==> src/rtl/bnn_pool_packer_pkg.sv <==
// Shared definitions for the BNN output stage: FSM states, layer modes and
// default word/address/length widths.
package bnn_pkg;

    localparam int WL_DEF = 112;
    localparam int AW_DEF = 5;
    localparam int LW_DEF = 12;

    localparam logic CONV_MODE = 1'b0;
    localparam logic FCL_MODE  = 1'b1;

    typedef enum logic [1:0] {
        IDLE  = 2'd0,
        RUN   = 2'd1,
        FLUSH = 2'd2
    } stateT;

    // 2x2 binary max-pool of +/-1 values reduces to an OR of the 0/1 encodings.
    function automatic logic poolMax(input logic acc, input logic newBit);
        return acc | newBit;
    endfunction

endpackage

==> src/rtl/bnn_pool_packer_counter.sv <==
// MEM1 word-address counter: synchronous clear wins over enable, wraps mod 2^W.
module COUNTER_NECV #(
    parameter int W = 5
) (
    input  logic         iCLK,
    input  logic         iRSTn,
    input  logic         iCLR,
    input  logic         iEN,
    output logic [W-1:0] oCNT
);

    // address register
    always_ff @(posedge iCLK or negedge iRSTn) begin
        if (!iRSTn) begin
            oCNT <= '0;
        end else if (iCLR) begin
            oCNT <= '0;
        end else if (iEN) begin
            oCNT <= oCNT + W'(1);
        end
    end

endmodule

==> src/rtl/bnn_pool_packer.sv <==
// Pools/passes comparator bits, packs them LSB-first into WL-bit words and
// writes them to MEM1 through a pack + holding double buffer.
module bnn_pool_packer
    import bnn_pkg::*;
#(
    parameter int WL = WL_DEF,
    parameter int AW = AW_DEF,
    parameter int LW = LW_DEF
) (
    input  logic          iCLK,
    input  logic          iRSTn,
    input  logic          iCLR,
    input  logic          iSTART,
    input  logic          iMODE,
    input  logic [LW-1:0] iLEN,
    input  logic          iEN,
    input  logic          iBIT,
    input  logic          iWr_RDY,
    output logic          oREADY,
    output logic          oWr_EN,
    output logic [AW-1:0] oADDR,
    output logic [WL-1:0] oDATA,
    output logic          oDONE,
    output logic          oERR
);

    localparam int IW = $clog2(WL);

    stateT         state_r;
    stateT         stateNext_s;
    logic          mode_r;
    logic [LW-1:0] len_r;
    logic [WL-1:0] packData_r;
    logic [IW-1:0] bitIdx_r;
    logic [LW-1:0] poolCnt_r;
    logic [1:0]    grpCnt_r;
    logic          grpOr_r;
    logic          packFull_r;
    logic [WL-1:0] holdData_r;
    logic          holdValid_r;
    logic          ready_r;
    logic          done_r;
    logic          err_r;

    logic          bitTake_s;
    logic          pooledValid_s;
    logic          pooledBit_s;
    logic [WL-1:0] wordData_s;
    logic          lastBit_s;
    logic          wordDone_s;
    logic          accept_s;
    logic          holdFree_s;
    logic          start_s;
    logic          finalAccept_s;
    logic          readyNext_s;
    logic          addrClr_s;

    // pooling, word-completion and handshake decode
    always_comb begin
        bitTake_s = iEN & ready_r;
        if (mode_r == FCL_MODE) begin
            pooledValid_s = bitTake_s;
            pooledBit_s   = iBIT;
        end else begin
            pooledValid_s = bitTake_s & (grpCnt_r == 2'd3);
            pooledBit_s   = poolMax(grpOr_r, iBIT);
        end
        wordData_s    = packData_r | ({{(WL-1){1'b0}}, pooledBit_s} << bitIdx_r);
        lastBit_s     = pooledValid_s & ((poolCnt_r + LW'(1)) == len_r);
        wordDone_s    = pooledValid_s & ((bitIdx_r == IW'(WL-1)) | lastBit_s);
        accept_s      = holdValid_r & iWr_RDY;
        holdFree_s    = ~holdValid_r | accept_s;
        start_s       = (state_r == IDLE) & iSTART;
        finalAccept_s = (state_r == FLUSH) & accept_s & ~packFull_r;
        // a full pack register that cannot drain this cycle blocks new bits
        readyNext_s   = (stateNext_s == RUN) & ~(packFull_r & ~accept_s)
                        & ~(wordDone_s & ~holdFree_s);
        addrClr_s     = iCLR | start_s;
    end

    // next-state logic
    always_comb begin
        stateNext_s = state_r;
        case (state_r)
            IDLE: begin
                if (iSTART) stateNext_s = RUN;
                else        stateNext_s = IDLE;
            end
            RUN: begin
                if (lastBit_s) stateNext_s = FLUSH;
                else           stateNext_s = RUN;
            end
            FLUSH: begin
                if (finalAccept_s) stateNext_s = IDLE;
                else               stateNext_s = FLUSH;
            end
            default: stateNext_s = IDLE;
        endcase
    end

    // state register
    always_ff @(posedge iCLK or negedge iRSTn) begin
        if (!iRSTn) begin
            state_r <= IDLE;
        end else if (iCLR) begin
            state_r <= IDLE;
        end else begin
            state_r <= stateNext_s;
        end
    end

    // layer config, pack register, counters, holding register and flags
    always_ff @(posedge iCLK or negedge iRSTn) begin
        if (!iRSTn) begin
            mode_r      <= 1'b0;
            len_r       <= '0;
            packData_r  <= '0;
            bitIdx_r    <= '0;
            poolCnt_r   <= '0;
            grpCnt_r    <= 2'd0;
            grpOr_r     <= 1'b0;
            packFull_r  <= 1'b0;
            holdData_r  <= '0;
            holdValid_r <= 1'b0;
            ready_r     <= 1'b0;
            done_r      <= 1'b0;
            err_r       <= 1'b0;
        end else if (iCLR) begin
            mode_r      <= 1'b0;
            len_r       <= '0;
            packData_r  <= '0;
            bitIdx_r    <= '0;
            poolCnt_r   <= '0;
            grpCnt_r    <= 2'd0;
            grpOr_r     <= 1'b0;
            packFull_r  <= 1'b0;
            holdData_r  <= '0;
            holdValid_r <= 1'b0;
            ready_r     <= 1'b0;
            done_r      <= 1'b0;
            err_r       <= 1'b0;
        end else begin
            ready_r <= readyNext_s;
            done_r  <= finalAccept_s;
            err_r   <= err_r | (iEN & ~ready_r);

            if (start_s) begin
                mode_r     <= iMODE;
                len_r      <= iLEN;
                packData_r <= '0;
                bitIdx_r   <= '0;
                poolCnt_r  <= '0;
                grpCnt_r   <= 2'd0;
                grpOr_r    <= 1'b0;
                packFull_r <= 1'b0;
            end else begin
                if (bitTake_s && (mode_r == CONV_MODE)) begin
                    grpCnt_r <= grpCnt_r + 2'd1;
                    grpOr_r  <= (grpCnt_r == 2'd3) ? 1'b0 : poolMax(grpOr_r, iBIT);
                end
                if (pooledValid_s) begin
                    poolCnt_r <= poolCnt_r + LW'(1);
                    if (wordDone_s) begin
                        bitIdx_r <= '0;
                        if (holdFree_s) begin
                            packData_r <= '0;
                        end else begin
                            packData_r <= wordData_s;
                            packFull_r <= 1'b1;
                        end
                    end else begin
                        packData_r <= wordData_s;
                        bitIdx_r   <= bitIdx_r + IW'(1);
                    end
                end else if (accept_s && packFull_r) begin
                    packData_r <= '0;
                    packFull_r <= 1'b0;
                end
            end

            // holding reloads on the accept edge so back-to-back writes need no bubble
            if (accept_s && packFull_r) begin
                holdData_r <= packData_r;
            end else if (wordDone_s && holdFree_s) begin
                holdData_r  <= wordData_s;
                holdValid_r <= 1'b1;
            end else if (accept_s) begin
                holdValid_r <= 1'b0;
            end
        end
    end

    COUNTER_NECV #(
        .W (AW)
    ) uAddrCnt (
        .iCLK  (iCLK),
        .iRSTn (iRSTn),
        .iCLR  (addrClr_s),
        .iEN   (accept_s),
        .oCNT  (oADDR)
    );

    assign oREADY = ready_r;
    assign oWr_EN = holdValid_r;
    assign oDATA  = holdData_r;
    assign oDONE  = done_r;
    assign oERR   = err_r;

endmodule

==> config.mk <==
export PLATFORM = sky130hd
export DESIGN_NAME = bnn_pool_packer
export DESIGN_NICKNAME = d
export VERILOG_FILES = /design/src/rtl/bnn_pool_packer_pkg.sv /design/src/rtl/bnn_pool_packer_counter.sv /design/src/rtl/bnn_pool_packer.sv
export SDC_FILE = /design/constraint.sdc
export NUM_CORES = 1
export LEC_CHECK = 0
export ABC_AREA = 1
export CAP_MARGIN = 5
export CORE_MARGIN = 4
export CORE_UTILIZATION = 62
export CTS_CLUSTER_SIZE = 28
export DETAILED_ROUTE_END_ITERATION = 8
export GPL_TIMING_DRIVEN = 0
export PLACE_DENSITY = 0.83
export RECOVER_POWER = 100
export SYNTH_ARGS = -nofsm -noshare
export SYNTH_HDL_FRONTEND = slang
export SYNTH_HIERARCHICAL = 1
export SYNTH_SLANG_ARGS = --single-unit
==> constraint.sdc <==
create_clock -name iCLK -period 6.78 [get_ports iCLK]
set_input_delay 1.356 -clock iCLK [delete_from_list [all_inputs] [get_ports iCLK]]
set_output_delay 1.356 -clock iCLK [all_outputs]
set_load 0.05 [all_outputs]
==> results of run 1 <==
worst register-to-register path, cell delays in order, from the launching register on:
cell      delay, ns
dfrtp_1        0.50
ha_1           0.29
nand2_1        0.12
nor2_2         0.21
nand2_1        0.09
nand2_1        0.08
nand2_1        0.07
nand2_1        0.12
nand2_1        0.06
nor2_1         0.10
nand2_1        0.09
o21bai_1       0.32
nand3_2        0.10
clkbuf_1       0.41
nand2_1        0.29
clkbuf_1       0.81
clkbuf_1       0.47
nand2_1        0.12
nand2_1        0.09
registers in the layout (all words and copies together) (netlist names), 2 cells and up:
register       flops
oDATA            112
packData_r       112
len_r             12
poolCnt_r         12
bitIdx_r           7
uAddrCnt/oCNT      5
grpCnt_r           2
state_r            2
kinds of logic after synthesis:
family / count (synthesis)
compound gates: 246
flops: 271
simple gates: 1115
xor+xnor: 4
fa+ha+maj: 4
buf+inv: 185
final timing paths:
kind                                                      to  slack [ns]  cells after the start
min in group asynchronous       uAddrCnt/oCNT[2]$_DFFE_PN0P_        0.80                      1
worst min-delay path                         oDONE$_DFF_PN0_        0.47                      1
worst max register to register         oDATA[44]$_DFFE_PN0P_        2.37                     18
max in group asynchronous              oDATA[46]$_DFFE_PN0P_        5.05                      2
worst min register to register               oDONE$_DFF_PN0_        0.47                      1
worst max-delay path             packData_r[100]$_DFFE_PN0P_        1.69                     12
area by class of cell:
type                            count  area (um^2)
Inverter                           61        229.0
Sequential cell                   271         6782
Tap cell                          280        350.3
Timing Repair Buffer              141         1451
Clock inverter                     12        150.1
Buffer                            124        486.7
Clock buffer                       42        854.6
Multi-Input combinational cell   1369         6195
Fill cell                        1678         5393
cells in the final DEF, fill, tap and decap left out, types with 2 or more instances in the layout:
master             n
nor3_1            28
nor2_2             5
clkbuf_1          95
xnor2_1            2
buf_16             2
clkbuf_8           8
nor2_4             2
bufinv_16          3
xor2_1             2
nor2_1           215
inv_2              2
a31oi_1            2
clkinv_2           5
o31ai_1            2
inv_1             53
clkdlybuf4s50_1   14
a21o_1            31
dlygate4sd3_1    124
o21ai_0          113
nand3_1          265
clkinvlp_4         2
a31o_2            28
clkbuf_16         29
nand2_2            2
clkinv_1           6
o21ai_1            2
dfrtp_1          271
a21oi_1           34
buf_2             17
buf_1             17
o22ai_1            6
ha_1               4
nand4_1            6
o21bai_1          25
nand2_1          590
power by group through the flow:
stage | Sequential [uW] | Clock, uW | Combinational [uW]
after global routing | 1640 | 1750 | 218
final | 1640 | 1670 | 199
after CTS | 1640 | 1670 | 206
after floorplan | 1670 | 0 | 100
after detailed placement | 1670 | 0 | 206
after global placement | 1670 | 0 | 199
through the flow:
stage / setup TNS [ns] / util (%) / hold slack [ns] / worst slack (ns)
floorplan: 0 / - / 0.4314 / 3.686
global placement: -1967.96 / 71.10 / 0.4596 / -7.280
detailed placement: 0 / 71.37 / 0.4563 / 2.463
CTS: 0 / 75.96 / 0.4642 / 2.972
global route: 0 / 75.37 / 0.4884 / 1.522
finish: 0 / 75.37 / 0.4711 / 1.686
synth_stat cells, drive strengths merged, types with 4 or more instances:
master    n
clkbuf   68
nand4     6
clkinv    6
nor3     28
nand3   266
o21bai   25
buf      56
o22ai     6
a21oi    34
a31o     28
a21o     31
ha        4
nor2    222
nand2   592
inv      55
dfrtp   271
o21ai   115
routing by layer:
metal	up-vias	track usage [%]	wire, um
met4	0	13.81	2000
met2	740	53.92	19600
met1	6529	51.96	18350
li1	6330	-	-
met3	131	7.396	4482
met5	-	0	0
==> metrics, run 1 <==
P_int approximately 2700 uW; Tcrit/Tclk final 75.14%; layout cells sized above 1 5.396%; first-pass GRT wire length 70,200 um; CTS buffer count 29; required time worst endpoint between 7 and 8 ns; Synth Area in Compound Gates between 10% and 20%; Clock power frac 47.7%; Net Sw Power about 850 uW; Post-Place Cell Area 15,620 um^2; die height roughly 160 um; Mapped Cells around 1,800; Initial DRC Count about 1,700; Site Rows 54; Setup crit start iSTART; drt via density 5.970; GRT Util Overall between 30% and 40%; Clock Skew about 0.011 ns; RePlAce Congestion 1.010; Initial DRT Pass Iterations 8; Worst Path Buf+Inv 6; Max-Cap Viols 0; Worst-Skew Late Latency between 0.5 and 0.6 ns; layout net count just over 2,000; post-CTS sizing 0; reg2reg start poolCnt_r[0]$_DFFE_PN0P_; share of power burned in registers 46.7%; Slew @ Worst Pin between 1 and 1.5 ns; RSZ-0062 raised after global routing false; mux share of post-synthesis cell area 0%; largest net degree at the start of global routing 100; CTS Sinks 271; #FFs+latches synth ~270; Post-CTS Setup Repair Bufs 0; H-tree depth 1; outcome finished, final reports clean; TritonCTS clock tree done; top-area cell type share of the netlist area between 40% and 50%; total number of vias between 10,000 and 15,000; area grow syn2layout 19.36%; Routed Wire Length ~44,000 um; Starting Density 63.14%; top post-synthesis cells by area dfrtp_1, nand2_1, nand3_1, nor2_1, o21ai_0; PortBufs ~140; # setup viols final 0; Startpoint Class input port; sw frac about 24%; pwr dens about 210 nW/um^2; n_diodes 0; Final Power between 3000 and 4000 uW; slowest CP cell clkbuf_1; most common flop cell mapped by yosys dfrtp_1; syn avg cell area 7.574 um^2; DP HPWL 31,050 um; Peak VDD IR between 150 and 200 uV; Final Hold Vio Count 0; LEAKAGE about 0.009 uW; Worst-path clk slew approximately 0.06 ns; Crit Path Class input port to flip-flop; largest family of logic cells by synthesized area simple AND/OR/NAND/NOR gates; Post-Synth Adder-Cell Area less than 1%; Critical Path Fanout Max 10; total grt overflow 0; Layout Cells excl Fill 2,300; Worst slew margin a little over a quarter; post-synthesis xor/xnor area fraction less than 1%; Async S/R FF share, synth 100.0%; class of the worst hold path flip-flop to flip-flop; Worst Path Arrival around 5.6 ns; die footprint 24,750 um^2; initial antenna violation count 0; cells along the critical path dlygate4sd3_1 > nand3_1 > inv_1 > nor2_1 > inv_1 > nor2_1 > inv_1 > nor2_1 > clkbuf_1 > clkbuf_1 > nand2_1 > nand2_1; delay-heaviest family, CP buffers and inverters; clk buf depth 3; Final ANT Viol Nets 0; placed insts around 2,200; Post-Syn Area between 10,000 and 15,000 um^2; clk root buf clkbuf_16; number of flops mapped to enable cells by yosys 0; fmax approximately 0.2 GHz; vias in the first global route roughly 13,000; hold_buf cts 0; io pins 141; Min Clock Period, post-route approximately 5.1 ns; largest area contributor in the netlist dfrtp_1; WL/cell roughly 19 um; Final Instance Area roughly 16,000 um^2; YS warnings 6; drt drc 0; Combinational Power Share around 5.7%; overall die width between 150 and 200 um; Hold Startpoint state_r[0]$_DFF_PN0_; Slew Viols, Final 0; Worst setup EP type flip-flop; Post-Syn Nets 1,849; total core area 21,890 um^2; Synth cell types 36; delay of the slowest critical-path stage 0.62 ns; simple-gate share of the synthesized area 33.52%; sequential cell area fraction in the yosys report 49.06%
Note: power is estimated with default switching activity, not from simulation.
==> run 2, diff against run 1 <==
- CORE_UTILIZATION: 62 -> 58
- PLACE_DENSITY: 0.83 -> 0.78
- clock period: 6.78 -> 5 ns (I/O delays scaled with it)
==> run 2 against run 1 <==
The run now ends with capacitance limit, slew limit left. Combinational power is 37% higher. Clock-buffer cell count is 2 lower. Global-route usage is 2.0 points lower. Die area is 6.5% higher. Utilization is 5.3 points lower. Sequential power is 35% higher. Setup slack worse by 0.93 ns. Sequential share of layout area is 0.11 points higher.
==> metrics, run 2 (synthesis results as in run 1) <==
Post-Place Cell Area 15,670 um^2 (+0.31%); H-tree depth 1 (unchanged); hold_buf cts 0 (unchanged); most frequent cells in the layout nand2_1, dfrtp_1, nand3_1, nor2_1, dlygate4sd3_1; Final Instance Area 16,450 um^2 (-0.27%); n_diodes 0 (unchanged); overall die width 162.4 um (+3.2%); Worst Path Arrival 4.74 ns (-0.84 ns); total core area 23,470 um^2 (+7.2%); most common cell after layout, fill and taps aside nand2_1; initial antenna violation count 0 (unchanged); TritonCTS clock tree done; RePlAce Congestion 0.9786 (-3.1%); # fillers 1,943 (+16%); layout cells sized above 1 5.456% (+0.060 points); Worst setup EP type flip-flop; vias in the first global route 13,200 (+0.37%); DP HPWL 31,640 um (+1.9%); drt via density 5.818 (-2.5%); Slew @ Worst Pin 3.019 ns (+1.921 ns); Routed Wire Length 44,680 um (+0.56%); Crit Path Class flip-flop to flip-flop; RSZ-0062 raised after global routing false; io pins 141 (unchanged); die footprint 26,370 um^2 (+6.5%); register area 6782 um^2 (unchanged); area of the multi-input gates 6197 um^2 (about the same); clk buf depth 3 (unchanged); clk root buf clkbuf_16; PortBufs 139 (unchanged); post-CTS sizing 0 (unchanged); Slew Viols, Final 200 (+200); LEAKAGE 0.008847 uW (-0.19%); # setup viols final 0 (unchanged); Min Clock Period, post-route about 4.2 ns; Critical Path Fanout Max 10 (unchanged); drt drc 0 (unchanged); Worst-path clk slew 0.07 ns (about the same); Initial DRT Pass Iterations 6 (-2); class of the worst hold path input port to async pin; Max-Cap Viols 2 (+2); CTS Sinks 271 (unchanged); Clock Skew 0.009291 ns (-0.001339 ns); die height 162.4 um (+3.2%); Worst slew margin -101.3% (-130 points); first-pass GRT wire length 71,190 um (+1.4%); GRT Util Overall 33.90% (-2.0 points); Startpoint Class flip-flop; layout net count 2,021 (unchanged); area grow syn2layout 19.05%; Worst-Skew Late Latency 0.55 ns (about the same); TNS Setup 0 ns (unchanged); Final Power 4568 uW (+30%); failing checks capacitance limit, slew limit; Post-CTS Setup Repair Bufs 0 (unchanged); Final Hold Vio Count 0 (unchanged); outcome finished, violations left; total grt overflow 0 (unchanged); Peak VDD IR 246.4 uV (+31%); WL/cell 19.13 um (-0.95%); Tcrit/Tclk final 84.98%; Starting Density 58.89% (-4.3 points); fmax between 0.2 and 0.25 GHz; required time worst endpoint 5.49 ns (-1.78 ns); total number of vias 13,590 (-1.1%); Site Rows 56 (+3.7%); Final ANT Viol Nets 0 (unchanged); Initial DRC Count 1,578 (-5.3%); pwr dens 277.6 nW/um^2 (+31%); largest net degree at the start of global routing 121 (+21%); CTS buffer count 29 (unchanged)
[run 2: final timing paths]
check                                          from                      endpoint  slack, ns  cells after the start
setup / recovery           poolCnt_r[0]$_DFFE_PN0P_    packData_r[90]$_DFFE_PN0P_       0.75                     16
min in group iCLK              state_r[0]$_DFF_PN0_               oDONE$_DFF_PN0_       0.48                      1
max in group asynchronous                     iRSTn         oDATA[54]$_DFFE_PN0P_       1.25                      2
setup reg to reg           poolCnt_r[0]$_DFFE_PN0P_    packData_r[90]$_DFFE_PN0P_       0.75                     16
hold reg to reg                state_r[0]$_DFF_PN0_               oDONE$_DFF_PN0_       0.48                      1
hold / removal                                iRSTn  uAddrCnt/oCNT[4]$_DFFE_PN0P_       0.40                      1
[run 2: worst max-delay path, cell delays in order (launching register included)]
cell and delay, ns:
dfrtp_1 0.48, ha_1 0.29, nand2_1 0.13, nor2_2 0.20
nand3_1 0.16, nand2_1 0.13, nand2_1 0.10, nand2_1 0.08
nor2_1 0.04, nand2_1 0.09, o21bai_1 0.14, nand3_2 0.08
clkbuf_1 0.76, clkbuf_1 0.69, clkbuf_1 0.55, nand3_1 0.17
nand2_1 0.10
[run 2: final cells by class]
cell class	count	area share (%)
clock buffers	40	4.965
repair buffers	141	8.547
flip-flops and latches	271	41.21
clock inverters	10	0.5095
inverters	61	1.392
plain buffers	124	3.285
multi-input cells	1369	37.66
well taps	319	2.426
[run 2: where the power goes]
part	switching [uW]	internal, uW	leakage, uW
clock network	890	1180	0.000442
logic	212	60.6	0.00463
registers	12.5	2210	0.00377
[run 2: per-layer routing]
metal,up-vias,routed length [um],track usage (%)
li1,6311,-,-
met1,6486,18910,48.37
met2,652,19530,50.85
met3,136,4005,6.682
met4,0,2233,14.84
met5,-,0,0
[run 2: per-stage QoR]
stage / setup slack (ns) / hold WS, ns / instances / utilization [%]
3_5_place_dp: 0.9439 / 0.4659 / 2285 / 66.77
3_3_place_gp: -8.952 / 0.4610 / 2283 / 66.51
4_1_cts: 1.483 / 0.4523 / 2335 / 70.61
5_1_grt: 0.6355 / 0.4468 / 2335 / 70.10
6_report: 0.7508 / 0.3988 / 2335 / 70.10
2_1_floorplan: 2.262 / 0.4314 / 1825 / -
==> run 3, diff against run 2 <==
- CORE_UTILIZATION: 58 -> 52
- PLACE_DENSITY: 0.78 -> 0.74
- clock period: 5 -> 3.8 ns (I/O delays scaled with it)
==> run 3 against run 2 <==
The flow still finishes with violations (capacitance limit, slew limit). Non-clock buffer count stayed put. Clock power is 48% higher. Clock-buffer cell count is 2 lower. Wire length is 0.79% lower. Sequential power is 32% higher. Die area is 11% higher. Worst hold slack better by 0.084 ns. Global-route usage is 3.8 points lower. Clock skew is 0.0071 ns higher. First-iteration DRC count is 1.4% lower.
==> metrics, run 3 (synthesis results as in run 1) <==
clk buf depth 3 (unchanged); Startpoint Class input port; fmax 0.2948 GHz; post-CTS sizing 0 (unchanged); routed length on met2 19,370 um (-0.82%); required time worst endpoint 4.25 ns (-1.24 ns); Min Clock Period, post-route about 3.4 ns; # setup viols final 0 (unchanged); TNS Setup 0 ns (unchanged); most frequent cells in the layout nand2_1, dfrtp_1, nand3_1, nor2_1, dlygate4sd3_1; Worst-Skew Late Latency 0.56 ns (about the same); Worst slew margin -21.66% (+80 points); total core area 26,130 um^2 (+11%); Worst Path Buf+Inv 4 (+1); Levels on crit path 15 (-1); WL/cell 18.83 um (-1.6%); hold path depth 2; n_diodes 0 (unchanged); Slew @ Worst Pin 1.825 ns (-1.195 ns); drt via density 5.777 (-0.70%); H-tree depth 1 (unchanged); outcome finished, violations left; RePlAce Congestion 0.9604 (-1.9%); Clock power frac 48.3% (+2.9 points); drt drc 0 (unchanged); first-pass GRT wire length 70,100 um (-1.5%); Worst-path clk slew 0.06 ns (about the same); failing checks capacitance limit, slew limit; Max-Cap Viols 1 (-1); total grt overflow 0 (unchanged); sw frac 23.59% (-0.81 points); Starting Density 52.89% (-6.0 points); DR top layer met4; Final Power 6361 uW (+39%); GRT Util Overall 30.14% (-3.8 points); Final Util 63.83% (-6.3 points); total number of vias 13,600 (+0.10%); Final ANT Viol Nets 0 (unchanged); Net Sw Power 1500 uW (+35%); delay-heaviest family, CP simple AND/OR/NAND/NOR gates; class of the worst hold path flip-flop to flip-flop; Crit Path Class input port to flip-flop; die footprint 29,250 um^2 (+11%); Tcrit/Tclk final roughly nine tenths; slowest CP cell dlygate4sd3_1; Initial DRC Count 1,556 (-1.4%); cell count of the worst reg-to-reg path 16 (unchanged); Worst setup EP type flip-flop; layout net count 2,021 (unchanged); largest net degree at the start of global routing 105 (-13%); DP HPWL 31,420 um (-0.69%); Clock Skew 0.01643 ns (+0.007136 ns); area grow syn2layout 20.68%; pwr dens 381.3 nW/um^2 (+37%); Final Hold Vio Count 0 (unchanged); clk root buf clkbuf_16; Post-CTS Setup Repair Bufs 0 (unchanged); P_int 4860 uW (+41%); delay of the slowest critical-path stage 0.56 ns (-0.20 ns); cells along the critical path dlygate4sd3_1 > nand2_1 > nor2_1 > nand3_1 > nor2_1 > nand3_1 > nor2_1 > nand2_1 > o21bai_1 > nand3_2 > buf_6 > buf_2 > clkbuf_1 > nand3_1 > nand2_1; placed insts 2,301 (+0.70%); wire length on met1 18,970 um (+0.33%); Slew Viols, Final 68 (-66%); initial antenna violation count 0 (unchanged); LEAKAGE 0.008955 uW (+1.2%); Peak VDD IR 268.6 uV (+9.0%); Routed Wire Length 44,330 um (-0.79%); Initial DRT Pass Iterations 6 (unchanged); die height 171.0 um (+5.3%); wire length on met3 4197 um (+4.8%); Hold WS 0.4826 ns (+0.08370 ns); PortBufs 139 (unchanged); # fillers 2,361 (+22%); hold_buf cts 0 (unchanged); overall die width 171.0 um (+5.3%); io pins 141 (unchanged); CTS Sinks 271 (unchanged); Site Rows 59 (+5.4%); Layout Cells excl Fill 2,354 (+0.81%); most common cell after layout, fill and taps aside nand2_1; layout cells sized above 1 6.290% (+0.83 points); TritonCTS clock tree done; Worst Path Arrival 3.84 ns (-0.90 ns); Combinational Power Share 5.7% (-0.3 points); Critical Path Fanout Max 10 (unchanged); RSZ-0062 raised after global routing false; vias in the first global route 12,960 (-1.8%); CTS buffer count 29 (unchanged); share of power burned in registers 45.9% (-2.7 points)
run 3: cell count changes in the layout (fill, tap and decap cells not counted), moves of 2 or more:
| cell | delta |
|---|---|
| bufinv_16 | +4 |
| clkbuf_1 | -12 |
| buf_16 | +2 |
| buf_6 | +3 |
| clkbuf_8 | +2 |
| clkbuf_2 | +3 |
run 3: power groups by stage:
stage	combinational (uW)	clock [uW]	sequential, uW
after floorplan	178	0	2990
after global placement	359	0	2980
after detailed placement	370	0	2970
after CTS	371	3110	2920
after global routing	404	3230	2920
final	365	3070	2920
run 3: path summary, 6_finish.rpt:
path | slack (ns) | start | end
min in group asynchronous | 0.68 | iRSTn | uAddrCnt/oCNT[4]$_DFFE_PN0P_
min reg2reg | 0.48 | packData_r[109]$_DFFE_PN0P_ | packData_r[109]$_DFFE_PN0P_
max reg2reg | 0.63 | poolCnt_r[0]$_DFFE_PN0P_ | packData_r[108]$_DFFE_PN0P_
max in group asynchronous | 1.33 | iRSTn | oDATA[70]$_DFFE_PN0P_
min | 0.48 | packData_r[109]$_DFFE_PN0P_ | packData_r[109]$_DFFE_PN0P_
max | 0.41 | iEN | packData_r[108]$_DFFE_PN0P_
run 3: metal layers:
metal  up-vias  track usage (%)
met3       117            5.430
li1       6350                -
met1      6470            43.69
met4         0            10.89
met2       662            45.73
met5         -                0
run 3: worst register-to-register path, delay by kind of cell, from the launching register on:
kind	cells	cell delay (ns)
buffers and inverters	3	1.04
adder cells (fa/ha/maj)	1	0.27
flip-flops	1	0.48
AND/OR/NAND/NOR	11	1.22
AO/OA/AOI/OAI	1	0.11
run 3: area by class of cell:
type	instances	area (um^2)	share of cell area [%]
Buffer	124	569.3	3.413
Multi-Input combinational cell	1369	6202	37.18
Clock buffer	38	829.5	4.973
Sequential cell	271	6782	40.65
Clock inverter	15	209.0	1.253
Tap cell	335	419.2	2.513
Timing Repair Buffer	141	1441	8.641
Inverter	61	229.0	1.373
run 3: stage by stage:
step,area [um^2],setup slack (ns)
6_report,16680,0.4083
5_1_grt,16680,0.1907
4_1_cts,16730,0.6660
3_5_place_dp,15690,0.09660
3_3_place_gp,15630,-9.953
2_1_floorplan,13820,1.302
